`src/rtl/gcd_controller_if.sv`:
```
// gcd_controller_if: controller-side handshake and datapath control bundle
interface gcd_controller_if #(
  parameter int CNT_W = 16
);
  logic             start;
  logic             in_valid;
  logic             in_ready;
  logic             gt;
  logic             lt;
  logic             eq;
  logic             lda;
  logic             ldb;
  logic             sel1;
  logic             sel2;
  logic             sel_in;
  logic             busy;
  logic             done;
  logic             error;
  logic [CNT_W-1:0] iter_cnt;
  logic             result_ack;

  modport master (
    input  start, in_valid, gt, lt, eq, result_ack,
    output in_ready, lda, ldb, sel1, sel2, sel_in, busy, done, error, iter_cnt
  );

  modport slave (
    output start, in_valid, gt, lt, eq, result_ack,
    input  in_ready, lda, ldb, sel1, sel2, sel_in, busy, done, error, iter_cnt
  );
endinterface

```
`src/rtl/gcd_controller.sv`:
```
// gcd_controller: sequences the subtractive GCD datapath and reports result status
module gcd_controller #(
  parameter int          CNT_W    = 16,
  parameter int unsigned MAX_ITER = 2**CNT_W-1
) (
  input  logic            clk,
  input  logic            rst_n,
  gcd_controller_if.master bus
);
  localparam logic [CNT_W-1:0] LIM = MAX_ITER[CNT_W-1:0];

  typedef enum logic [2:0] {S_IDLE, S_LOAD_A, S_LOAD_B, S_CALC, S_DONE} state_t;

  state_t           state;
  logic [CNT_W-1:0] iter;
  logic             err;
  logic             loading;
  logic             run;

  always_ff @(posedge clk) begin
    if (!rst_n) begin
      state <= S_IDLE;
      iter  <= '0;
      err   <= 1'b0;
    end else begin
      case (state)
        S_IDLE:   if (bus.start) begin
                    state <= S_LOAD_A;
                    iter  <= '0;
                    err   <= 1'b0;
                  end
        S_LOAD_A: if (bus.in_valid) state <= S_LOAD_B;
        S_LOAD_B: if (bus.in_valid) state <= S_CALC;
        S_CALC:   if (bus.eq) state <= S_DONE;
                  else if (iter == LIM) begin
                    state <= S_DONE;
                    err   <= 1'b1;
                  end else iter <= iter + 1'b1;
        S_DONE:   if (bus.result_ack) state <= S_IDLE;
        default:  state <= S_IDLE;
      endcase
    end
  end

  // run: a subtraction step is taken this cycle (no equality, no timeout)
  assign loading      = (state == S_LOAD_A) || (state == S_LOAD_B);
  assign run          = (state == S_CALC) && !bus.eq && (iter != LIM);
  assign bus.in_ready = loading;
  assign bus.sel_in   = loading;
  assign bus.sel1     = run && !bus.gt && bus.lt;
  assign bus.sel2     = run && bus.gt;
  assign bus.lda      = ((state == S_LOAD_A) && bus.in_valid) || (run && bus.gt);
  assign bus.ldb      = ((state == S_LOAD_B) && bus.in_valid) || (run && !bus.gt && bus.lt);
  assign bus.busy     = state != S_IDLE;
  assign bus.done     = state == S_DONE;
  assign bus.error    = err && (state == S_DONE);
  assign bus.iter_cnt = iter;
endmodule

```
`src/flat_wrapper.sv`:
```
// flat-port wrapper written by rule: the top's interface ports become plain ports
module gcd_controller_flat 
#(
  parameter int          CNT_W    = 16,
  parameter int unsigned MAX_ITER = 2**CNT_W-1
)
  (clk, rst_n, bus_start, bus_in_valid, bus_gt, bus_lt, bus_eq, bus_result_ack, bus_in_ready, bus_lda, bus_ldb, bus_sel1, bus_sel2, bus_sel_in, bus_busy, bus_done, bus_error, bus_iter_cnt);
  gcd_controller_if #(.CNT_W(CNT_W)) bus_i ();
  input  logic clk;
  input  logic rst_n;
  input wire logic [$bits(bus_i.start)-1:0] bus_start;
  input wire logic [$bits(bus_i.in_valid)-1:0] bus_in_valid;
  input wire logic [$bits(bus_i.gt)-1:0] bus_gt;
  input wire logic [$bits(bus_i.lt)-1:0] bus_lt;
  input wire logic [$bits(bus_i.eq)-1:0] bus_eq;
  input wire logic [$bits(bus_i.result_ack)-1:0] bus_result_ack;
  output wire logic [$bits(bus_i.in_ready)-1:0] bus_in_ready;
  output wire logic [$bits(bus_i.lda)-1:0] bus_lda;
  output wire logic [$bits(bus_i.ldb)-1:0] bus_ldb;
  output wire logic [$bits(bus_i.sel1)-1:0] bus_sel1;
  output wire logic [$bits(bus_i.sel2)-1:0] bus_sel2;
  output wire logic [$bits(bus_i.sel_in)-1:0] bus_sel_in;
  output wire logic [$bits(bus_i.busy)-1:0] bus_busy;
  output wire logic [$bits(bus_i.done)-1:0] bus_done;
  output wire logic [$bits(bus_i.error)-1:0] bus_error;
  output wire logic [$bits(bus_i.iter_cnt)-1:0] bus_iter_cnt;
  assign bus_i.start = bus_start;
  assign bus_i.in_valid = bus_in_valid;
  assign bus_i.gt = bus_gt;
  assign bus_i.lt = bus_lt;
  assign bus_i.eq = bus_eq;
  assign bus_i.result_ack = bus_result_ack;
  assign bus_in_ready = bus_i.in_ready;
  assign bus_lda = bus_i.lda;
  assign bus_ldb = bus_i.ldb;
  assign bus_sel1 = bus_i.sel1;
  assign bus_sel2 = bus_i.sel2;
  assign bus_sel_in = bus_i.sel_in;
  assign bus_busy = bus_i.busy;
  assign bus_done = bus_i.done;
  assign bus_error = bus_i.error;
  assign bus_iter_cnt = bus_i.iter_cnt;
  gcd_controller #(.CNT_W(CNT_W), .MAX_ITER(MAX_ITER)) u_core (.clk(clk), .rst_n(rst_n), .bus(bus_i));
endmodule
```
`config.mk`:
```
export PLATFORM = sky130hd
export DESIGN_NAME = gcd_controller_flat
export DESIGN_NICKNAME = d
export VERILOG_FILES = /design/src/rtl/gcd_controller_if.sv /design/src/rtl/gcd_controller.sv /design/src/flat_wrapper.sv
export SDC_FILE = /design/constraint.sdc
export NUM_CORES = 1
export LEC_CHECK = 0
export ABC_AREA = 1
export CAP_MARGIN = 20
export CORE_UTILIZATION = 49
export CTS_CLUSTER_SIZE = 10
export DETAILED_ROUTE_END_ITERATION = 12
export GPL_TIMING_DRIVEN = 0
export MAX_ROUTING_LAYER = met4
export PLACE_DENSITY = 0.91
export SYNTH_ARGS = -nofsm -noshare
export SYNTH_HDL_FRONTEND = slang
export SYNTH_SLANG_ARGS = --single-unit
export TNS_END_PERCENT = 30
```
`constraint.sdc`:
```
create_clock -name clk -period 2.2 [get_ports clk]
set_input_delay 0.55 -clock clk [delete_from_list [all_inputs] [get_ports clk]]
set_output_delay 0.55 -clock clk [all_outputs]
set_load 0.02 [all_outputs]
```
* After elaboration in Yosys (flattened, before gate mapping) *
Index checks and enable logic that the tools add are counted.
Widths: inputs -> output; s select.

cells by class
  $add $sub $neg = 1
  equal/unequal tests = 14
  mux-type cells = 15
  reduce and logical (&&, ||, !) cells = 19

operator list
  cell                   count
  $mux 16                3
  $pmux 16 s2            1
  $mux 3                 6
  $add 16x1->16 const B  1
  $eq 16x16->1 const B   1
  $ne 16x16->1 const B   1
  $pmux 3 s5             1
  $ne 2x2->1 const B     6
  $logic_and 1x1->1      8
  $reduce_and 4->1       2
  $eq 3x2->1 const B     2
  $reduce_and 5->1       1
  $eq 3x1->1 const B     1
  $eq 3x3->1 const B     1
  $logic_not 3->1        1
  $logic_or 1x1->1       3
  $mux 1                 3
  $ne 3x2->1 const B     1
  $reduce_bool 3->1      1
  $logic_not 1->1        2
  $ne 2x1->1 const B     1
  $pmux 1 s2             1
  $reduce_bool 2->1      1

word-level totals
  bits in registers = 20
  bits of input ports = 8
  output and inout port bits = 25
  word-level logic and storage cells = 52

* Longest topological paths before layout *
Gate-level depths: netlist (run 1).

  depth in word-level cells = 6
  depth in mapped cells = 10
  depth with buffers taken out = 10

* Least setup slack after synthesis (run 1) *
Ideal clock, no wire load.

  kind = register -> output
  start point = register u_core.iter[0], in the netlist u_core.bus.iter_cnt[0]
  end point = output port bus_ldb
  data arrival time = 1.564 ns
  required time = 1.650 ns
  setup slack = 0.086 ns
  cell stages (with the launch flop) = 9
  path buffers = 0
  path through = dfxtp_1 > ha_1 > nand3_2 > inv_1 > nand2_2 > nor2_4 > nor2_4 > nand3_1 > o21ai_0

between the ends
  word-level cells in the longest chain between the ends = 5

RTL lines
  item                            RTL line              source
  from (decl)                     gcd_controller.sv:15  logic [CNT_W-1:0] iter;
  from (signal assigned)          gcd_controller.sv:38  end else iter <= iter + 1'b1;
  $ne 16x16->1                    gcd_controller.sv:47  assign run = (state == S_CALC) && !bus.eq && (iter != LIM);
  $logic_and 1x1->1               gcd_controller.sv:47
  $logic_and 1x1->1 (2 in a row)  gcd_controller.sv:53  assign bus.ldb = ((state == S_LOAD_B) && bus.in_valid) || (run && !bus.gt && bus.lt);
  $logic_or 1x1->1                gcd_controller.sv:53
  to (decl)                       flat_wrapper.sv:19    output wire logic [$bits(bus_i.ldb)-1:0] bus_ldb;

Every way passes these cells.

* Worst setup path in the final report (run 1) *
  start point = input port bus_eq
  end point = output port bus_sel2

between the ends
  word-level cells in the longest chain between the ends = 4

RTL lines
  item                            RTL line              source
  from (decl)                     flat_wrapper.sv:15    input wire logic [$bits(bus_i.eq)-1:0] bus_eq;
  $logic_not 1->1                 gcd_controller.sv:47
  $logic_and 1x1->1 (2 in a row)  gcd_controller.sv:47
  $logic_and 1x1->1               gcd_controller.sv:51  assign bus.sel2 = run && bus.gt;
  to (decl)                       flat_wrapper.sv:21    output wire logic [$bits(bus_i.sel2)-1:0] bus_sel2;

Every way passes these cells.

==> flow_metrics.tcl, run 1 <==
set metrics [dict create \
    violations "negative setup slack" \
    synth_top_flop_cell "dfxtp_1" \
    gp_congestion 0.880 \
    arrival_ns 1.68 \
    yosysSeqAreaShare 0.294 \
    insertedDiodeCount 0 \
    cts_max_path_buffers 2 \
    netlist_area_um2 1360 \
    drive_gt1_frac 0.180 \
    cts.sinks 20 \
    cts_tree "yes" \
    cts_root_buf "clkbuf_4" \
    fillerInstances 211 \
    totalWireLength_mm 3.45 \
    crit_path_cell_trace "clkdlybuf4s50_1 > inv_1 > nand2_4 > o21bai_4 > nor2_1 > clkdlybuf4s15_2" \
    outcome "finished with violations" \
    grt_pass1_vias 1316 \
    cp_num_cells 6 \
    globalRouteOverflowTotal 0 \
    skew_ns 0.0156 \
    hold_viol 0 \
    vias 1430 \
    start_kind "input pin" \
    initial_core_util 0.535 \
    slowest_delay_ns 0.39 \
    avgSynthCellArea_um2 6.40 \
    htreeDepth 1 \
    netlist_instances 213 \
    worstSetupPathType "in2out" \
    finalCritPeriodShare 1.01 \
    timing.fmax_mhz 449 \
    core_area_um2 2540 \
    cts_made_buffers 3 \
    cp-end-kind "output port" \
    fp.dieW_um 54.7 \
    dp.cells 275 \
    vdd_drop_max_v 0.000740 \
    yosysWarningCount 0 \
    place_area_um2 1720 \
    hold_slack_ns 0.489 \
    route.detailed.wl_per_inst_um 12.3 \
    setup_viol 1 \
    slew_violations 0 \
    rsz0062_at_grt "yes" \
    synth_fp_nets 222 \
    fp.dieH_um 54.7 \
    synth.ff_latch_count 20 \
    grt_max_degree 11 \
    drcViolationCount 0 \
    clkTransAtPathRegs_ns 0.12 \
    grt_usage 0.273 \
    ant_nets 0 \
    whs_path_depth 2 \
    nets 261 \
    fp-row-count 18 \
    pin_count 33 \
    clock_latency_ns 0.31 \
    cp_num_buf_inv 3 \
    p_total_mw 1.25 \
    grt_pass1_wl_mm 5.66 \
    cp_top_family "buffers and inverters" \
    pre_cts_slack_ns -0.539 \
    fin_ws_ns -0.0254 \
    synth_edf_count 0 \
    fin_crit_ns 2.23 \
    hold_class "reg2reg" \
    grt_antenna_before_repair 0 \
    die-area_um2 3000 \
    dp_hpwl_mm 2.49 \
    area_growth_pct 33.1 \
    p_per_area_nw_per_um2 690 \
    fin_tns_setup_ns -0.0254 \
    critPathRequiredTime_ns 1.65 \
    worst_path_max_delay_cell "clkdlybuf4s50_1" \
    dr.pass1.iters 4 \
    hold_buffers 0 \
    postLayoutCoreUtil 0.713 \
    ys_types 30 \
    ff2ff_path_depth 9 \
    numPortBuffers 32 \
    leakagePower_nw 0.776 \
    slew_headroom 0.692 \
    drt_iter0_markers 40 \
    synthArstFlopShare 0 \
    stdcell_count 280 \
    design_area_um2 1810 \
    worst_pin_slew_ns 0.462 \
    avgViaCountPerCell 5.11 \
    cap_viol_max_count 0 \
    critPathMaxFanout 4 \
]
==> cell usage in the layout (no fill, tap or decap), types with 3 or more instances in the layout <==
master	netlist	layout
a21oi_1	14	14
nor2_1	25	25
dfxtp_4	0	4
xnor2_1	3	3
buf_4	1	4
nand2_1	57	57
nor2_4	2	3
inv_1	29	28
o21ai_0	8	8
dfxtp_2	0	5
nand4_1	4	4
xor2_1	4	4
clkdlybuf4s50_1	0	24
dlymetal6s2s_1	0	3
clkbuf_4	0	3
nand3_1	13	13
nand2_2	5	4
dfxtp_1	20	11
nand2_4	3	4
nor2_2	6	5
nor3_1	4	4
==> cell type report <==
type                       instances  area (µm²)  share of cell area
clock buffer                       3        22.5              0.0124
multi-input combinational        158         857               0.472
buffer                             3        22.5              0.0124
sequential                        20         422               0.232
tap                               30        37.5              0.0207
timing repair buffer              34         330               0.182
inverter                          32         123              0.0676
==> registers in the layout, summed over array words and instances (netlist names) <==
signal / count
u_core.err: 1
u_core.state: 3
u_core.bus.iter_cnt: 16
==> worst register-to-register path, delay by kind of cell, from the launching register on <==
kind / cells / cell delay (ns)
compound gates: 1 / 0.18
simple gates: 6 / 0.69
buf+inv: 2 / 0.26
flops: 1 / 0.41
==> layer usage <==
| metal | routed length [µm] | part of all wire | global-route usage |
|---|---|---|---|
| met5 | 0 | 0 | - |
| met4 | 27 | 0.0078 | 0.0897 |
| met3 | 168 | 0.049 | 0.0667 |
| met2 | 1680 | 0.49 | 0.434 |
| met1 | 1570 | 0.46 | 0.334 |
==> Yosys cell counts, types with 2 or more instances <==
| library cell | count | area share |
|---|---|---|
| nor2_4 | 2 | 0.017 |
| nor3_1 | 4 | 0.015 |
| xor2_1 | 4 | 0.026 |
| inv_1 | 29 | 0.080 |
| nand2_4 | 3 | 0.025 |
| xnor2_1 | 3 | 0.019 |
| nand2_1 | 57 | 0.16 |
| nand2_2 | 5 | 0.023 |
| nor2_1 | 25 | 0.069 |
| nand3_1 | 13 | 0.048 |
| o21ai_0 | 8 | 0.029 |
| inv_2 | 2 | 0.0055 |
| nand4_1 | 4 | 0.018 |
| nor2_2 | 6 | 0.028 |
| a21oi_1 | 14 | 0.051 |
| dfxtp_1 | 20 | 0.29 |
==> worst paths after layout <==
check / slack (ns) / start / end
worst max register to register: 0.57 / u_core.bus.iter_cnt[14]$_SDFFE_PN0P_ / u_core.bus.iter_cnt[1]$_SDFFE_PN0P_
worst max-delay path: -0.03 / bus_eq / bus_sel2
worst min register to register: 0.49 / u_core.err$_SDFFE_PN0P_ / u_core.err$_SDFFE_PN0P_
worst min-delay path: 0.49 / u_core.err$_SDFFE_PN0P_ / u_core.err$_SDFFE_PN0P_
==> what timing repair did <==
action | in CTS | in global routing
buffers inserted | 2 | 0
resized for setup | 35 | 7
endpoints found under the hold margin | 0 | 0
endpoints found under the setup margin | 8 | 7
pin swaps | 3 | 0
==> cells by family (layout without fill, tap and decap cells) <==
kind of cell               count (synthesis)  in the layout  share of synthesized area
AOI/OAI and AO/OA                         26             26                      0.104
xor gates and xnor gates                   7              7                     0.0450
adders and majority gates                  1              1                    0.00918
buffers and inverters                     35             72                      0.105
DFF                                       20             20                      0.294
and+or+nand+nor                          124            124                      0.444
==> report_power, final <==
part           switching (mW)  internal, mW
clock network           0.112        0.0640
registers              0.0427         0.396
logic                   0.393         0.245
total                   0.548         0.705
Note: power is estimated with default switching activity, not from simulation.
==> run 2, diff against run 1 <==
--- a/config.mk
+++ b/config.mk
@@ -8,9 +8,11 @@
 export ABC_AREA = 1
 export CAP_MARGIN = 20
 export CORE_UTILIZATION = 49
+export CTS_CLUSTER_DIAMETER = 40
 export CTS_CLUSTER_SIZE = 10
 export DETAILED_ROUTE_END_ITERATION = 12
 export GPL_TIMING_DRIVEN = 0
+export HOLD_SLACK_MARGIN = 0.12
 export MAX_ROUTING_LAYER = met4
 export PLACE_DENSITY = 0.91
 export SYNTH_ARGS = -nofsm -noshare
==> results of run 2 <==
Same layout as run 1: the final DEF is identical, and so are final timing and power.
